<file path="src/rtl/jf_pkg.sv">
// Shared constants and types for the Jack-Frost hit-detection logic.
//   Sprite sizes (pixels), coordinate widths, and the width used for all
//   zero-extended coordinate sums so that no comparison can wrap.
package jf_pkg;

    // Coordinate widths
    localparam int unsigned X_W   = 10;
    localparam int unsigned Y_W   = 9;
    // All coordinate sums are evaluated at this width
    localparam int unsigned SUM_W = 11;
    localparam int unsigned ADDR_W = 19;

    // Sprite sizes
    localparam int unsigned BLUE_W = 47;
    localparam int unsigned BLUE_H = 41;
    localparam int unsigned SLIM_W = 62;
    localparam int unsigned SLIM_H = 36;
    localparam int unsigned GND_W  = 28;
    localparam int unsigned GND_H  = 42;
    localparam int unsigned BG_W   = 551;
    localparam int unsigned BG_H   = 401;

    typedef logic [X_W-1:0]   x_t;
    typedef logic [Y_W-1:0]   y_t;
    typedef logic [SUM_W-1:0] sum_t;

    function automatic sum_t ext_x(x_t v);
        return sum_t'(v);
    endfunction

    function automatic sum_t ext_y(y_t v);
        return sum_t'(v);
    endfunction

endpackage

</file>
<file path="src/rtl/jf_box_overlap.sv">
// Combinational axis-aligned bounding-box overlap test.
//   a_x_i/a_y_i : top-left of box A (AW x AH)
//   b_x_i/b_y_i : top-left of box B (BW x BH)
//   hit_o       : boxes share at least one pixel
module jf_box_overlap
    import jf_pkg::*;
#(
    parameter int unsigned AW = 1,
    parameter int unsigned AH = 1,
    parameter int unsigned BW = 1,
    parameter int unsigned BH = 1
) (
    input  logic [X_W-1:0] a_x_i,
    input  logic [Y_W-1:0] a_y_i,
    input  logic [X_W-1:0] b_x_i,
    input  logic [Y_W-1:0] b_y_i,
    output logic           hit_o
);

    sum_t ax, ay, bx, by;
    logic x_hit, y_hit;

    assign ax = ext_x(a_x_i);
    assign ay = ext_y(a_y_i);
    assign bx = ext_x(b_x_i);
    assign by = ext_y(b_y_i);

    assign x_hit = (ax <= bx + sum_t'(BW - 1)) && (ax + sum_t'(AW - 1) >= bx);
    assign y_hit = (ay <= by + sum_t'(BH - 1)) && (ay + sum_t'(AH - 1) >= by);
    assign hit_o = x_hit && y_hit;

endmodule

</file>
<file path="src/rtl/jf_hit_detect.sv">
// Jack-Frost game-logic detection core.
//   Inputs : player position, packed ground-block and monster positions,
//            monster frozen flags, VGA scan column/row.
//   Outputs: touched    - sticky per-block "iced" flags
//            broken     - player overlaps unfrozen monster i (not sticky)
//            health     - remaining health, invincible window flag, dead
//            bg_addr    - background ROM address for the scan position
//   All outputs are registered; clk/rst are synchronous, rst active-high.
module jf_hit_detect
    import jf_pkg::*;
#(
    parameter int unsigned NG            = 50,
    parameter int unsigned NM            = 2,
    parameter int unsigned HEALTH_INIT   = 3,
    parameter int unsigned INVULN_CYCLES = 300_000_000,
    parameter int unsigned FEET_TOL      = 3
) (
    input  logic                clk,
    input  logic                rst,
    input  logic [X_W-1:0]      x_blue,
    input  logic [Y_W-1:0]      y_blue,
    input  logic [NG*X_W-1:0]   x_ground,
    input  logic [NG*Y_W-1:0]   y_ground,
    input  logic [NM*X_W-1:0]   x_slim,
    input  logic [NM*Y_W-1:0]   y_slim,
    input  logic [NM-1:0]       slim_frozen,
    input  logic [X_W-1:0]      col_addr,
    input  logic [Y_W-1:0]      row_addr,
    output logic [NG-1:0]       touched,
    output logic [NM-1:0]       broken,
    output logic [3:0]          health,
    output logic                invincible,
    output logic                dead,
    output logic [ADDR_W-1:0]   bg_addr
);

    // Counter holds INVULN_CYCLES-1 down to 0
    localparam int unsigned CntW = (INVULN_CYCLES > 1) ? $clog2(INVULN_CYCLES) : 1;

    logic [NG-1:0]     touched_d, touched_q;
    logic [NM-1:0]     broken_d, broken_q;
    logic [3:0]        health_d, health_q;
    logic              inv_d, inv_q;
    logic              dead_d, dead_q;
    logic [CntW-1:0]   cnt_d, cnt_q;
    logic [ADDR_W-1:0] bg_addr_d, bg_addr_q;
    logic [NM-1:0]     slim_hit;

    sum_t bx, feet;
    assign bx   = ext_x(x_blue);
    assign feet = ext_y(y_blue) + sum_t'(BLUE_H);

    // Block landing: horizontal overlap and feet within FEET_TOL below block top
    always_comb begin
        touched_d = touched_q;
        for (int i = 0; i < NG; i++) begin
            if ((bx <= ext_x(x_ground[i*X_W +: X_W]) + sum_t'(GND_W - 1)) &&
                (bx + sum_t'(BLUE_W - 1) >= ext_x(x_ground[i*X_W +: X_W])) &&
                (ext_y(y_ground[i*Y_W +: Y_W]) <= feet) &&
                (feet <= ext_y(y_ground[i*Y_W +: Y_W]) + sum_t'(FEET_TOL))) begin
                touched_d[i] = 1'b1;
            end
        end
    end

    for (genvar m = 0; m < NM; m++) begin : g_slim
        jf_box_overlap #(
            .AW (BLUE_W),
            .AH (BLUE_H),
            .BW (SLIM_W),
            .BH (SLIM_H)
        ) u_overlap (
            .a_x_i (x_blue),
            .a_y_i (y_blue),
            .b_x_i (x_slim[m*X_W +: X_W]),
            .b_y_i (y_slim[m*Y_W +: Y_W]),
            .hit_o (slim_hit[m])
        );
    end

    assign broken_d = slim_hit & ~slim_frozen;

    // Health uses the registered broken flags, so a hit costs health one edge
    // after broken rises. Any number of simultaneous hits costs one point.
    always_comb begin
        health_d = health_q;
        inv_d    = inv_q;
        cnt_d    = cnt_q;
        if (inv_q) begin
            if (cnt_q == '0) begin
                inv_d = 1'b0;
            end else begin
                cnt_d = cnt_q - 1'b1;
            end
        end else if (|broken_q) begin
            health_d = (health_q == 4'd0) ? 4'd0 : health_q - 4'd1;
            inv_d    = 1'b1;
            cnt_d    = CntW'(INVULN_CYCLES - 1);
        end
        dead_d = (health_d == 4'd0);
    end

    // Background ROM address; out-of-picture scan positions read address 0
    always_comb begin
        bg_addr_d = '0;
        if ((col_addr <= X_W'(BG_W - 1)) && (row_addr <= Y_W'(BG_H - 1))) begin
            bg_addr_d = ADDR_W'(row_addr) * ADDR_W'(BG_W) + ADDR_W'(col_addr);
        end
    end

    always_ff @(posedge clk) begin
        if (rst) begin
            touched_q <= '0;
            broken_q  <= '0;
            health_q  <= 4'(HEALTH_INIT);
            inv_q     <= 1'b0;
            dead_q    <= (HEALTH_INIT == 0);
            cnt_q     <= '0;
            bg_addr_q <= '0;
        end else begin
            touched_q <= touched_d;
            broken_q  <= broken_d;
            health_q  <= health_d;
            inv_q     <= inv_d;
            dead_q    <= dead_d;
            cnt_q     <= cnt_d;
            bg_addr_q <= bg_addr_d;
        end
    end

    assign touched    = touched_q;
    assign broken     = broken_q;
    assign health     = health_q;
    assign invincible = inv_q;
    assign dead       = dead_q;
    assign bg_addr    = bg_addr_q;

endmodule

</file>
<file path="config.mk">
export PLATFORM = sky130hd
export DESIGN_NAME = jf_hit_detect
export DESIGN_NICKNAME = d
export VERILOG_FILES = /design/src/rtl/jf_pkg.sv /design/src/rtl/jf_box_overlap.sv /design/src/rtl/jf_hit_detect.sv
export SDC_FILE = /design/constraint.sdc
export NUM_CORES = 2
export LEC_CHECK = 0
export ABC_AREA = 0
export CAP_MARGIN = 20
export CORE_AREA = 2 2 429 431
export CTS_CLUSTER_SIZE = 28
export DETAILED_ROUTE_END_ITERATION = 10
export DIE_AREA = 0 0 431 433
export DONT_BUFFER_PORTS = 1
export GPL_TIMING_DRIVEN = 0
export PLACE_DENSITY = 0.51
export SLEW_MARGIN = 20
export SYNTH_ARGS = -nofsm -noshare
export SYNTH_HDL_FRONTEND = slang
export SYNTH_SLANG_ARGS = --single-unit
</file>
<file path="constraint.sdc">
create_clock -name clk -period 10.5 [get_ports clk]
set_input_delay 2.1 -clock clk [delete_from_list [all_inputs] [get_ports clk]]
set_output_delay 2.1 -clock clk [all_outputs]
set_load 0.01 [all_outputs]
</file>
==> flow_summary.yaml <==
status:
  status: "finished, final reports clean"
grt:
  antenna_found_initial: 49
  globalRouteTotalUtil_pct: 31.8
  grt_pass1_vias: 64078
  grt_pass1_wl_um: 437000
  grt_max_degree: 71
  overflow: 0
cells_and_area:
  post-route-util_pct: 39.1
  synthToLayoutAreaGrowth_pct: 9.54
  stdcell_count: 10976
  final_layout_size_suffix_gt1_share_pct: 2.79
  nets: 11779
critical_path:
  critical_path_class: "primary input to register"
  endpoint: "touched[23]$_SDFFE_PP0P_"
  reg2reg_slack_ns: 8.05
  worstPathArrival_ns: 6.76
  r2r-end: "cnt_q[21]$_SDFFE_PP0P_"
  critPathMaxFanout: 55
  required_ns: 10.87
  cp-start-kind: "primary input"
  r2r-start: "cnt_q[25]$_SDFFE_PP0P_"
  crit_start: "x_blue[1]"
  cp-end-kind: "register"
  r2r_cells: 7
placement:
  io_buffers: 0
  post-place-cells: 10905
  gp_congestion: 0.975
  dp_hpwl_um: 248000
yosys:
  ys_seq_elements: 106
  synth.most_common_cell: "ha_1"
  syn-cell-area_sq_mm: 0.0650
  synth_top_cell_by_area: "ha_1"
  synthCells: 8383
  synth_ff_type: "dfxtp_1"
  synth_common_cells: "ha_1 (2,196), inv_1 (814), a21oi_1 (679), o21ai_0 (566), nand2_1 (554)"
  syn-num-nets: 11631
  yosysWarningCount: 0
  synth_enable_flop_cells: 0
  synthTopCellsByArea: "ha_1 (42%), xnor2_1 (6.1%), a21oi_1 (5.2%), inv_1 (4.7%), o21ai_0 (4.4%)"
  yosys.cell_types.count: 78
  synth_top_area_share_pct: 42.3
  seq_area_frac_synth_pct: 3.27
  synth.avg_cell_area_sq_um: 7.75
  async_reset_ff_share_pct: 0
clocking:
  clk_path_buf_depth: 2
  htreeDepth: 3
  cts_root_buf: "clkbuf_16"
  clkTransAtPathRegs_ns: 0.12
  cts_resized: 0
  worstSkewPairLatency_ns: 0.46
  cts.sinks: 106
  postCtsHoldBufs: 0
  cts_setup_buffers: 0
  cts-buffers-inserted: 9
  cts_tree: "yes"
floorplan:
  pin_count: 1107
  rows: 157
  die_y_um: 433
  die_area_sq_mm: 0.187
  start_util_pct: 35.7
  core_sq_mm: 0.182
  die_x_um: 431
drt:
  drtIter0Drc: 4303
  drc: 0
  wire_per_inst_um: 28.2
  wirelength_um: 309000
  drt-pass1-iter-count: 6
  vias: 66372
  vias_per_cell: 6.05
  antenna_left: 0
timing:
  finalHoldViolCount: 0
  period_minus_slack_ns: 6.39
  skew_ns: 0.0248
  drv_slew: 0
  holdWs_ns: 0.468
  max_slew_margin_pct: 13.6
  fmax_ghz: 0.156
  fin_crit_sh_pct: 60.9
  rsz0062_at_grt: "no"
  setup_viol: 0
  worst_pin_slew_ns: 1.28
worst_hold_path:
  min_path_type: "register to register"
  holdPathStages: 2
pwr:
  power.leakage_nw: 34.1
  powerDensity_mw_per_mm2: 74.2
  ir_drop_v: 0.000115
  p_total_w: 0.00528
flow_run:
  max_cap_violations: 0
## flip-flops by register name, summed over array words and instances (netlist names)
register / flops
touched: 50
invincible: 1
dead: 1
cnt_q: 29
health: 4
broken: 2
bg_addr: 19
## area by class of cell
cell class,count,area [sq um]
fillers,18876,111000
multi-input cells,7438,60000
inverters,814,3120
well taps,2385,2980
repair buffers,137,2360
flip-flops and latches,106,2120
clock buffers,9,225
diodes,55,138
plain buffers,25,123
clock inverters,7,93.8
## worst max-delay path, stage by stage
cell and delay [ns]:
inv_6 0.42, buf_16 0.31, ha_1 0.34, inv_1 0.06
o21ai_0 0.34, a21boi_0 0.31, xor2_4 0.67, buf_12 0.26
buf_16 0.17, ha_1 0.25, o211ai_1 0.13, o221ai_1 0.14
nor3_1 0.55, a21oi_1 0.24, a41o_1 0.30
## metrics by stage
stage                     setup TNS, ns  worst slack, ns  area [sq um]
after floorplan                       0             1.94         65000
after global placement          -595.38           -13.26         67900
after detailed placement              0             3.68         70700
after CTS                             0             4.22         71000
after global routing                  0             3.97         71100
final                                 0             4.11         71200
## logic make-up (layout without fill, tap and decap cells)
| group | Yosys count | count (layout) | share of synthesized area [%] |
|---|---|---|---|
| AO/OA/AOI/OAI | 2197 | 2197 | 21.1 |
| AND/OR/NAND/NOR | 2256 | 2256 | 17.4 |
| other | 0 | 55 | 0 |
| multiplexers | 1 | 1 | 0.0173 |
| buffers and inverters | 839 | 992 | 4.85 |
| adder cells (fa/ha/maj) | 2218 | 2218 | 43.0 |
| flip-flops | 106 | 106 | 3.27 |
| XOR/XNOR | 766 | 766 | 10.3 |
## where the power goes
part	internal [W]	switching, W	leakage (nW)	total, W
Sequential	0.000462	0.000101	0.864	0.000563
Combinational	0.00179	0.00245	33.1	0.00424
Clock	0.000177	0.000299	0.155	0.000476
## worst min-delay path by stage
stage	startpoint	to	slack (ns)
2_1_floorplan	cnt_q[28]$_SDFFE_PP0P_	cnt_q[28]$_SDFFE_PP0P_	0.44
3_3_place_gp	cnt_q[28]$_SDFFE_PP0P_	cnt_q[28]$_SDFFE_PP0P_	0.46
3_5_place_dp	cnt_q[28]$_SDFFE_PP0P_	cnt_q[28]$_SDFFE_PP0P_	0.46
4_1_cts	cnt_q[28]$_SDFFE_PP0P_	cnt_q[28]$_SDFFE_PP0P_	0.47
5_1_grt	cnt_q[28]$_SDFFE_PP0P_	cnt_q[28]$_SDFFE_PP0P_	0.49
6_report	cnt_q[28]$_SDFFE_PP0P_	cnt_q[28]$_SDFFE_PP0P_	0.47
## layer usage
layer	GRT usage, %	wire length [um]
met5	0	68
met3	7.35	24400
met2	52.6	139000
met4	18.8	22300
met1	37.4	124000
## placed cells by master, fill, tap and decap left out, drive strengths merged, types with 13 or more instances in the layout
master   netlist  final
xnor2        454    454
a211oi       130    130
diode          0     55
a41oi         19     19
a221oi        14     14
o2111ai       90     90
o211ai        82     82
o21ai        568    568
nor2b        115    115
or3           22     22
nand2        556    556
or4           17     17
inv          814    819
o31ai         40     40
dfxtp        106    106
and2          19     19
fa            22     22
ha          2196   2196
clkbuf        19     28
o21a          78     78
nand4        264    264
nor2         429    429
nand3        283    283
nor4          55     55
a21oi        679    679
a2111oi       69     69
o22ai         20     20
xor2         312    312
and4          15     15
a21o         161    161
nand3b        59     59
buf            6    143
and3         114    114
a31oi         89     89
nor3         164    164
nand2b       113    113
o221ai        13     13
o311ai        15     15
Power figures use the tool's default switching activity.
